### src/rtl/ps2_pkg.sv
// Shared scan-code constants, prefix-FSM state, FIFO entry layout and the
// scan-code to ASCII lookup used by the PS/2 key decoder.
package ps2_pkg;

  localparam logic [7:0] SC_E0     = 8'hE0;
  localparam logic [7:0] SC_F0     = 8'hF0;
  localparam logic [7:0] SC_LSHIFT = 8'h12;
  localparam logic [7:0] SC_RSHIFT = 8'h59;
  localparam logic [7:0] SC_CTRL   = 8'h14;
  localparam logic [7:0] SC_ALT    = 8'h11;
  localparam logic [7:0] SC_CAPS   = 8'h58;

  typedef enum logic [1:0] {
    ST_IDLE    = 2'd0,
    ST_EXT     = 2'd1,
    ST_BRK     = 2'd2,
    ST_EXT_BRK = 2'd3
  } ps2_state_t;

  typedef struct packed {
    logic       ext;
    logic [7:0] code;
    logic [7:0] ascii;
    logic [2:0] mods;
  } ps2_entry_t;

  localparam int ENTRY_W = $bits(ps2_entry_t);

  // Letters fold to uppercase when shift XOR caps; digits use the shifted
  // symbol row only with shift (caps lock does not affect them).
  function automatic logic [7:0] ps2_to_ascii(input logic [7:0] code, input logic ext,
                                              input logic shift, input logic caps);
    logic [7:0] a;
    a = 8'h00;
    if (!ext) begin
      case (code)
        8'h1C: a = "a";  8'h32: a = "b";  8'h21: a = "c";  8'h23: a = "d";
        8'h24: a = "e";  8'h2B: a = "f";  8'h34: a = "g";  8'h33: a = "h";
        8'h43: a = "i";  8'h3B: a = "j";  8'h42: a = "k";  8'h4B: a = "l";
        8'h3A: a = "m";  8'h31: a = "n";  8'h44: a = "o";  8'h4D: a = "p";
        8'h15: a = "q";  8'h2D: a = "r";  8'h1B: a = "s";  8'h2C: a = "t";
        8'h3C: a = "u";  8'h2A: a = "v";  8'h1D: a = "w";  8'h22: a = "x";
        8'h35: a = "y";  8'h1A: a = "z";
        8'h16: a = shift ? "!" : "1";
        8'h1E: a = shift ? "@" : "2";
        8'h26: a = shift ? "#" : "3";
        8'h25: a = shift ? "$" : "4";
        8'h2E: a = shift ? "%" : "5";
        8'h36: a = shift ? "^" : "6";
        8'h3D: a = shift ? "&" : "7";
        8'h3E: a = shift ? "*" : "8";
        8'h46: a = shift ? "(" : "9";
        8'h45: a = shift ? ")" : "0";
        8'h29: a = 8'h20;
        8'h5A: a = 8'h0D;
        8'h66: a = 8'h08;
        default: a = 8'h00;
      endcase
      if (a >= "a" && a <= "z" && (shift ^ caps)) a = a - 8'h20;
    end
    return a;
  endfunction

endpackage

### src/rtl/ps2_key_fifo.sv
// Synchronous ready/valid FIFO with wrap-bit pointers and a sticky overflow
// flag raised whenever a push has to be dropped.
module ps2_key_fifo #(
  parameter int WIDTH = 20,
  parameter int DEPTH = 4
) (
  input  logic             clk,
  input  logic             rst,
  input  logic             push,
  input  logic [WIDTH-1:0] push_data,
  input  logic             pop_ready,
  output logic             out_valid,
  output logic [WIDTH-1:0] out_data,
  output logic             overflow
);
  localparam int AW = $clog2(DEPTH);

  logic [AW:0]      wr_ptr, rd_ptr;
  logic [WIDTH-1:0] mem [DEPTH];
  logic             full, pop, push_ok;

  assign out_valid = (wr_ptr != rd_ptr);
  assign full      = (wr_ptr[AW] != rd_ptr[AW]) && (wr_ptr[AW-1:0] == rd_ptr[AW-1:0]);
  assign pop       = out_valid && pop_ready;
  // A pop in the same cycle frees the slot, so a full FIFO can still accept.
  assign push_ok   = push && (!full || pop);
  assign out_data  = out_valid ? mem[rd_ptr[AW-1:0]] : '0;

  always_ff @(posedge clk) begin
    if (rst) begin
      wr_ptr   <= '0;
      rd_ptr   <= '0;
      overflow <= 1'b0;
    end else begin
      if (push_ok) wr_ptr <= wr_ptr + 1'b1;
      if (pop) rd_ptr <= rd_ptr + 1'b1;
      if (push && !push_ok) overflow <= 1'b1;
    end
  end

  always_ff @(posedge clk) begin
    if (push_ok) mem[wr_ptr[AW-1:0]] <= push_data;
  end

endmodule

### src/rtl/ps2_key_decoder.sv
// PS/2 scan-code decoder: prefix FSM, modifier tracking, typematic filter,
// ASCII mapping and a key-event FIFO plus last-key display outputs.
module ps2_key_decoder
  import ps2_pkg::*;
#(
  parameter int CNT_W         = 8,
  parameter int FIFO_DEPTH    = 4,
  parameter int REPEAT_FILTER = 1
) (
  input  logic             clk,
  input  logic             rst,
  input  logic [7:0]       rx_data,
  input  logic             rx_valid,
  output logic             out_valid,
  input  logic             out_ready,
  output logic [7:0]       out_code,
  output logic             out_ext,
  output logic [7:0]       out_ascii,
  output logic [2:0]       out_mods,
  output logic             overflow,
  output logic [7:0]       last_code,
  output logic [7:0]       last_ascii,
  output logic             key_held,
  output logic             shift_held,
  output logic             ctrl_held,
  output logic             alt_held,
  output logic             caps_lock,
  output logic [CNT_W-1:0] press_cnt
);
  ps2_state_t   state;
  logic         c_ext, c_brk, done;
  logic         m_lshift, m_rshift, m_ctrl, m_alt, m_fake, m_caps, is_mod;
  logic         lshift, rshift, caps_down;
  logic [8:0]   held_key;
  logic         same_key, make_ev, brk_match;
  logic [7:0]   cur_ascii;
  ps2_entry_t   push_entry, head;
  logic [ENTRY_W-1:0] head_bits;

  assign c_ext = (state == ST_EXT) || (state == ST_EXT_BRK);
  assign c_brk = (state == ST_BRK) || (state == ST_EXT_BRK);
  assign done  = rx_valid && (rx_data != SC_E0) && (rx_data != SC_F0);

  always_ff @(posedge clk) begin
    if (rst) state <= ST_IDLE;
    else if (rx_valid) begin
      if (rx_data == SC_E0) state <= ST_EXT;
      else if (rx_data == SC_F0) state <= c_ext ? ST_EXT_BRK : ST_BRK;
      else state <= ST_IDLE;
    end
  end

  // E0 12 / E0 59 are the fake shifts some keyboards wrap around E0 keys.
  assign m_lshift = !c_ext && (rx_data == SC_LSHIFT);
  assign m_rshift = !c_ext && (rx_data == SC_RSHIFT);
  assign m_ctrl   = (rx_data == SC_CTRL);
  assign m_alt    = (rx_data == SC_ALT);
  assign m_fake   = c_ext && ((rx_data == SC_LSHIFT) || (rx_data == SC_RSHIFT));
  assign m_caps   = !c_ext && (rx_data == SC_CAPS);
  assign is_mod   = m_lshift | m_rshift | m_ctrl | m_alt | m_fake | m_caps;

  assign shift_held = lshift | rshift;
  assign same_key   = key_held && (held_key == {c_ext, rx_data});
  assign make_ev    = done && !c_brk && !is_mod && !((REPEAT_FILTER != 0) && same_key);
  assign brk_match  = done && c_brk && !is_mod && same_key;
  assign cur_ascii  = ps2_to_ascii(rx_data, c_ext, shift_held, caps_lock);

  always_comb begin
    push_entry       = '0;
    push_entry.ext   = c_ext;
    push_entry.code  = rx_data;
    push_entry.ascii = cur_ascii;
    push_entry.mods  = {alt_held, ctrl_held, shift_held};
  end

  always_ff @(posedge clk) begin
    if (rst) begin
      lshift    <= 1'b0;
      rshift    <= 1'b0;
      ctrl_held <= 1'b0;
      alt_held  <= 1'b0;
      caps_lock <= 1'b0;
      caps_down <= 1'b0;
    end else if (done) begin
      if (m_lshift) lshift <= !c_brk;
      if (m_rshift) rshift <= !c_brk;
      if (m_ctrl) ctrl_held <= !c_brk;
      if (m_alt) alt_held <= !c_brk;
      if (m_caps) begin
        if (!c_brk && !caps_down) caps_lock <= ~caps_lock;
        caps_down <= !c_brk;
      end
    end
  end

  always_ff @(posedge clk) begin
    if (rst) begin
      key_held   <= 1'b0;
      held_key   <= '0;
      press_cnt  <= '0;
      last_code  <= '0;
      last_ascii <= '0;
    end else if (make_ev) begin
      key_held   <= 1'b1;
      held_key   <= {c_ext, rx_data};
      press_cnt  <= press_cnt + CNT_W'(1);
      last_code  <= rx_data;
      last_ascii <= cur_ascii;
    end else if (brk_match) begin
      key_held <= 1'b0;
    end
  end

  ps2_key_fifo #(
    .WIDTH (ENTRY_W),
    .DEPTH (FIFO_DEPTH)
  ) u_fifo (
    .clk       (clk),
    .rst       (rst),
    .push      (make_ev),
    .push_data (push_entry),
    .pop_ready (out_ready),
    .out_valid (out_valid),
    .out_data  (head_bits),
    .overflow  (overflow)
  );

  assign head      = head_bits;
  assign out_ext   = head.ext;
  assign out_code  = head.code;
  assign out_ascii = head.ascii;
  assign out_mods  = head.mods;

endmodule
### config.mk
export PLATFORM = sky130hd
export DESIGN_NAME = ps2_key_decoder
export DESIGN_NICKNAME = d
export VERILOG_FILES = /design/src/rtl/ps2_pkg.sv /design/src/rtl/ps2_key_fifo.sv /design/src/rtl/ps2_key_decoder.sv
export SDC_FILE = /design/constraint.sdc
export NUM_CORES = 1
export LEC_CHECK = 0
export CAP_MARGIN = 5
export CORE_UTILIZATION = 42
export CTS_CLUSTER_SIZE = 40
export DETAILED_ROUTE_END_ITERATION = 12
export PLACE_DENSITY = 0.6
export SETUP_SLACK_MARGIN = 0.2
export SYNTH_ARGS = -nofsm -noshare
export SYNTH_HDL_FRONTEND = slang
export SYNTH_SLANG_ARGS = --single-unit
### constraint.sdc
create_clock -name clk -period 4.1 [get_ports clk]
set_input_delay 0.82 -clock clk [delete_from_list [all_inputs] [get_ports clk]]
set_output_delay 0.82 -clock clk [all_outputs]
set_load 0.02 [all_outputs]
# ---- After elaboration in Yosys (flattened, before gate mapping)
# Memories as Yosys holds them, arrays and structs flattened. A register that Yosys moved wholly into a read port is not among the register bits.
# Index checks and enable logic that the tools add are counted.
dict set report classes {
  addsub 4
  magnitude_cmp 2
  eq_ne 55
  n_mux 24
  bitwise_logic 8
  n_reduce_logical 38
}
# op n
set op_table {}
lappend op_table {{7-bit case mux with 39 select lines} 1}
lappend op_table {{8-bit by 6-bit equality test with 1-bit output, second input constant} 23}
lappend op_table {{8-bit by 7-bit equality test with 1-bit output, second input constant} 11}
lappend op_table {{8-bit by 5-bit equality test with 1-bit output, second input constant} 10}
lappend op_table {{5-bit two-way mux} 8}
lappend op_table {{8-bit two-way mux} 3}
lappend op_table {{1-bit logical AND} 20}
lappend op_table {{20-bit two-way mux} 1}
lappend op_table {{8-bit equality test, second input constant} 2}
lappend op_table {{8-bit inequality test, second input constant} 2}
lappend op_table {{7-bit two-way mux} 2}
lappend op_table {{2-bit AND reduction} 5}
lappend op_table {{9-bit equality test} 1}
lappend op_table {{8-bit by 1-bit adder with 8-bit output, second input constant} 1}
lappend op_table {{8-bit by 7-bit >= comparator with 1-bit output, second input constant} 1}
lappend op_table {{8-bit by 7-bit less-or-equal comparator with 1-bit output, second input constant} 1}
lappend op_table {{2-bit two-way mux} 4}
lappend op_table {{8-bit by 6-bit subtractor with 8-bit output, second input constant} 1}
lappend op_table {{1-bit zero test} 7}
lappend op_table {{3-bit by 1-bit adder with 3-bit output, second input constant} 2}
lappend op_table {{1-bit bitwise OR} 6}
lappend op_table {{1-bit two-way mux} 5}
lappend op_table {{2-bit equality test, second input constant} 2}
lappend op_table {{1-bit logical OR} 4}
lappend op_table {{other kinds (8)} 8}
dict set report totals {
  reg_bits 49
  mem_bits_rw 80
  input_bits 12
  output_inout_bits 51
  wordCells 147
  mem_count 1
}
# memory depth width rd rd_ports_with_merged_regs wr line
set mem_list {}
lappend mem_list {u_fifo.mem 4 20 1 1 1 ps2_key_fifo.sv:19} ;# logic [WIDTH-1:0] mem [DEPTH];

# ---- Depth between registers and ports, before layout
dict set report logic_depth {
  word_depth 15
  ltp_mapped 10
  mapped_depth_nobuf 8
}

# ---- Cells and area by module
# A second synthesis with hierarchy kept.
dict set report unflattened {
  cells_unflattened 533
  area_unflattened_um2 6309.8
}
# module n_inst cells_per_inst area_per_inst_um2 seq_area_each_um2
set by_module_without_submodules {}
lappend by_module_without_submodules {ps2_key_fifo 1 175 3514.6 2582.5}
lappend by_module_without_submodules {ps2_key_decoder 1 358 2795.2 680.7}

# ---- Worst setup path before layout
# Ideal clock, no wire load.
dict set report synth_path {
  path_kind {input to register}
  start {input rx_data[2]}
  end {memory u_fifo.mem[3][0] (enable)}
  setup_ns 0.380
  t_arrival_ns 2.765
  required_ns 3.720
  slack_ns 0.955
  cell_stages 7
  path_buffers 2
  path_cell_list {buf_4 > buf_4 > xor2_1 > o2111ai_1 > o2111ai_2 > nor3_1 > and2_1}
}
dict set report synth_between {
  elab_chain_len 13
  elab_cells_between_ends 29
  classes_between {eq/ne (8); mux (2); bitwise (5); reduce/logical (14)}
}
# item line
set synth_rtl {}
lappend synth_rtl {{start: declaration} ps2_key_decoder.sv:12} ;# input logic [7:0] rx_data,
lappend synth_rtl {{8-bit by 5-bit equality test with 1-bit output or 8-bit by 7-bit equality test with 1-bit output (tied branches)} {ps2_key_decoder.sv:54, ps2_key_decoder.sv:58, ps2_key_decoder.sv:55}}
lappend synth_rtl {{1-bit logical AND, on equally long branches} {ps2_key_decoder.sv:54, ps2_key_decoder.sv:55}}
lappend synth_rtl {{1-bit bitwise OR (5 in a row)} ps2_key_decoder.sv:60} ;# assign is_mod = m_lshift | m_rshift | m_ctrl | m_alt | m_fake | m_caps;
lappend synth_rtl {{1-bit zero test} ps2_key_decoder.sv:64} ;# assign make_ev = done && !c_brk && !is_mod && !((REPEAT_FILTER != 0) && same_key);
lappend synth_rtl {{1-bit logical AND} ps2_key_decoder.sv:64}
lappend synth_rtl {{1-bit logical AND *} ps2_key_decoder.sv:64}
lappend synth_rtl {{1-bit logical AND *} ps2_key_fifo.sv:26} ;# assign push_ok = push && (!full || pop);
lappend synth_rtl {{1-bit two-way mux *} ps2_key_fifo.sv:42} ;# if (push_ok) mem[wr_ptr[AW-1:0]] <= push_data;
lappend synth_rtl {{1-bit two-way mux (not written as such) *} ps2_key_fifo.sv:42}
lappend synth_rtl {{end: declaration} ps2_key_fifo.sv:19}
# Every way passes the cells marked *; elsewhere a longest branch is shown, timed or not.

# ---- Worst setup path after layout
dict set report layout_path {
  start {input rx_data[1]}
  end {memory u_fifo.mem[0][9] (data pin)}
}
dict set report layout_between {
  elab_chain_len 8
  elab_cells_between_ends 48
  classes_between {add/sub (1); order compare (2); eq/ne (39); mux (4); reduce/logical (2)}
}
# item line
set layout_rtl {}
lappend layout_rtl {{8-bit by 7-bit equality test with 1-bit output, or another cell as far along} ps2_pkg.sv:36} ;# case (code)
lappend layout_rtl {{7-bit case mux with 39 select lines *} ps2_pkg.sv:36}
lappend layout_rtl {{8-bit two-way mux *} ps2_pkg.sv:35} ;# if (!ext) begin
lappend layout_rtl {{8-bit by 7-bit >= comparator with 1-bit output or 8-bit by 7-bit less-or-equal comparator with 1-bit output (tied branches)} ps2_pkg.sv:59} ;# if (a >= "a" && a <= "z" && (shift ^ caps)) a = a - 8'h20;
lappend layout_rtl {{1-bit logical AND (2 in a row)} ps2_pkg.sv:59}
lappend layout_rtl {{8-bit two-way mux *} ps2_pkg.sv:59}
lappend layout_rtl {{8-bit two-way mux *} ps2_pkg.sv:35}
lappend layout_rtl {{net cur_ascii[6]} ps2_key_decoder.sv:36} ;# logic [7:0] cur_ascii;
# The timed path passes the listed nets; every way through them passes the cells marked *. The select of a mux whose other input is x is not followed.

==> impl_metrics.yaml <==
logic_synthesis:
  ys_ff_latch: 123
  synth-edff-count: 80
  synth_nets: 540
  synth_top_area_share_pct: 40.0
  syn_inst: 521
  synth_ff_type: "edfxtp_1"
  synth_cell_type_count: 71
  synthArstFlopShare_pct: 0
  synthesis.area_sq_um: 6010
  seq_area_frac_synth_pct: 54.3
  synth.area.top_cells: "edfxtp_1 (40%), dfxtp_1 (14%), mux4_2 (7.5%), xnor2_1 (3.1%), nand2_1 (2.7%)"
  yosysWarnings: 0
  synth_top_area_cell: "edfxtp_1"
  avgSynthCellArea_sq_um: 11.5
setup_path:
  critPathMaxFanout: 12
  worstPathRequired_ps: 4270
  cp_slowest_cell: "clkdlybuf4s50_1"
  path_cells: "clkdlybuf4s50_1 > or3b_1 > nor3_1 > o31ai_1 > o31ai_1 > nor4_2 > ha_1 > nor3b_1 > nor3_1"
  cp_top_family: "simple AND/OR/NAND/NOR gates"
  cp.arrival_ps: 3710
  critPathBufInv: 1
  slowest_delay_ps: 780
  critical_path.endpoint_type: "register"
  path_class: "in2reg"
  critPathLaunchType: "input port"
route:
  dr.pass1.iters: 4
  ant_nets: 0
  wl_per_cell_microns: 19.0
  wl_microns: 15100
  vias: 4397
  route.detailed.drc: 0
  drt-initial-drc-count: 299
  routed_via_density: 5.54
pwr:
  p_leak_uw: 0.00259
  power_density_nw_per_um2: 482
  peakVddDrop_uv: 212
timing:
  setup_ws_ps: 568
  worst_hold_slack_ps: 458
  fin_tns_setup_ps: 0
  worstMarginPinSlew_ps: 939
  setup_viol: 0
  finalClockSkew_ps: 14.3
  hold_viol: 0
  maxSlewHeadroom_pct: 37.1
  slew_violations: 0
  fmax_mhz: 283
  finalCritPeriodShare_pct: 86.1
  rsz0062_at_grt: "no"
  fin_crit_ps: 3530
place:
  io_buffers: 62
  dp_slack_ps: 10.5
  gp_congestion: 0.923
  dpl.cell_count: 761
  place_hpwl_microns: 10600
floorplanning:
  dieArea_sq_um: 14800
  core-area_sq_um: 13900
  ios: 63
  die_h_microns: 122
  rows: 43
  initial_core_util_pct: 43.1
  die_x_microns: 122
finish:
  synthToLayoutAreaGrowth_pct: 25.5
  nNetsFinal: 619
  drive_gt1_share_pct: 17.1
  final_cells: 793
  finalCoreUtilization_pct: 54.1
  seqCellArea_sq_um: 3260
  multi_input_area_sq_um: 2470
  num_antenna_cells: 0
  fillers: 1197
cts:
  cts_inserted_buffers: 17
  cts-resized-gates: 0
  clk_pin_slew_worst_paths_ps: 60
  clk_latency_ps: 410
  clk_path_buf_depth: 2
  cts_tree: "built"
  hold_buffers: 0
  post_cts_buffers: 0
  cts_htree_levels: 4
  cts_num_sinks: 123
  ctsRootBufferMaster: "clkbuf_16"
global_route:
  grt_remaining_overflow: 0
  grt_max_degree: 42
  grt_pass1_wl_microns: 24100
  antenna_found_initial: 0
  track_usage_pct: 22.0
  grt_pass1_vias: 4473
run:
  maxCapViolCount: 0
run_status:
  status: "completed"
worst_hold_path:
  hold_class: "reg2reg"
-- final timing paths --
| check | slack, ps | end | from | cells after the start |
|---|---|---|---|---|
| worst max-delay path | 570 | u_fifo.mem[0][9]$_DFFE_PP_ | rx_data[1] | 9 |
| worst min-delay path | 460 | last_ascii[3]$_SDFFE_PP0P_ | last_ascii[3]$_SDFFE_PP0P_ | 2 |
| worst max register to register | 1240 | u_fifo.mem[0][9]$_DFFE_PP_ | rshift$_SDFFE_PP0P_ | 8 |
| worst min register to register | 460 | last_ascii[3]$_SDFFE_PP0P_ | last_ascii[3]$_SDFFE_PP0P_ | 2 |
-- cell families (layout without fill, tap and decap cells) --
kind of cell               count (synthesis)  in the layout  synth area share, %
xor gates and xnor gates                  30             30                 4.37
adders and majority gates                  7              7                 1.46
buffers and inverters                     56            148                 4.66
AOI/OAI and AO/OA                         92             92                 10.4
DFF                                      123            123                 54.3
and+or+nand+nor                          191            191                 16.9
muxes                                     22             22                 7.83
-- registers in the layout (all words and copies together) (netlist names), 2 cells and up, named ones only --
register and cells:
press_cnt 8, held_key 2, u_fifo.mem 80, last_code 7, last_ascii 8, u_fifo.rd_ptr 3, u_fifo.wr_ptr 3, state 2
-- cell usage in the layout (no fill, tap or decap), types with 3 or more instances in the layout --
| cell type | count |
|---|---|
| nand2b_1 | 7 |
| ha_1 | 7 |
| inv_1 | 12 |
| o211ai_1 | 3 |
| edfxtp_1 | 80 |
| a211oi_1 | 4 |
| nor2b_1 | 25 |
| xor2_1 | 9 |
| mux4_2 | 20 |
| and3_1 | 5 |
| dfxtp_1 | 43 |
| nand3_1 | 11 |
| nand4_1 | 6 |
| o21ai_0 | 15 |
| clkinv_2 | 3 |
| nor4_1 | 4 |
| clkdlybuf4s50_1 | 61 |
| nor3_1 | 18 |
| a2111oi_0 | 4 |
| a21oi_1 | 25 |
| nand2_1 | 44 |
| a32oi_1 | 3 |
| clkbuf_16 | 20 |
| and2_1 | 5 |
| o31ai_1 | 5 |
| buf_4 | 41 |
| nor2_1 | 43 |
| xnor2_1 | 21 |
| a31oi_1 | 7 |
| or2_2 | 3 |
-- synth_stat cells (12+ instances only) --
| cell type | number |
|---|---|
| edfxtp_1 | 80 |
| nand2_1 | 44 |
| dfxtp_1 | 43 |
| nor2_1 | 43 |
| a21oi_1 | 25 |
| nor2b_1 | 25 |
| xnor2_1 | 21 |
| mux4_2 | 20 |
| nor3_1 | 18 |
| clkbuf_1 | 17 |
| o21ai_0 | 15 |
| buf_4 | 13 |
| inv_1 | 12 |
-- stage by stage --
step                      cell area [sq um]  total power (uW)
after floorplan                        6010              1930
after global placement                 6950              2230
after detailed placement               6950              2240
after CTS                              7540              3680
after global routing                   7540              3790
final                                  7540              3640
-- layout make-up --
class | count | share of cell area (%)
Inverter | 12 | 0.597
Tap cell | 180 | 2.99
Clock buffer | 24 | 7.10
Timing Repair Buffer | 104 | 12.6
Sequential cell | 123 | 43.3
Clock inverter | 8 | 0.714
Multi-Input combinational cell | 342 | 32.7
-- layer usage --
metal	up-vias	wire, microns	global-route usage, %
met5	-	0	0
met4	0	384	10.7
met3	34	527	4.49
met2	116	7370	35.5
met1	2155	6810	28.2
li1	2092	-	-
-- where the power goes --
part           leakage, uW  internal [uW]  switching (uW)  total [uW]
registers          0.00109           1390            28.2        1410
logic              0.00121            374             415         789
clock network     0.000288            912             521        1430
-- tightest hold or removal path, stage by stage, from the launching register on --
cell and delay, ps:
dfxtp_1 310, nand2_1 50, a21oi_1 50
(Power assumes the default switching activity.)
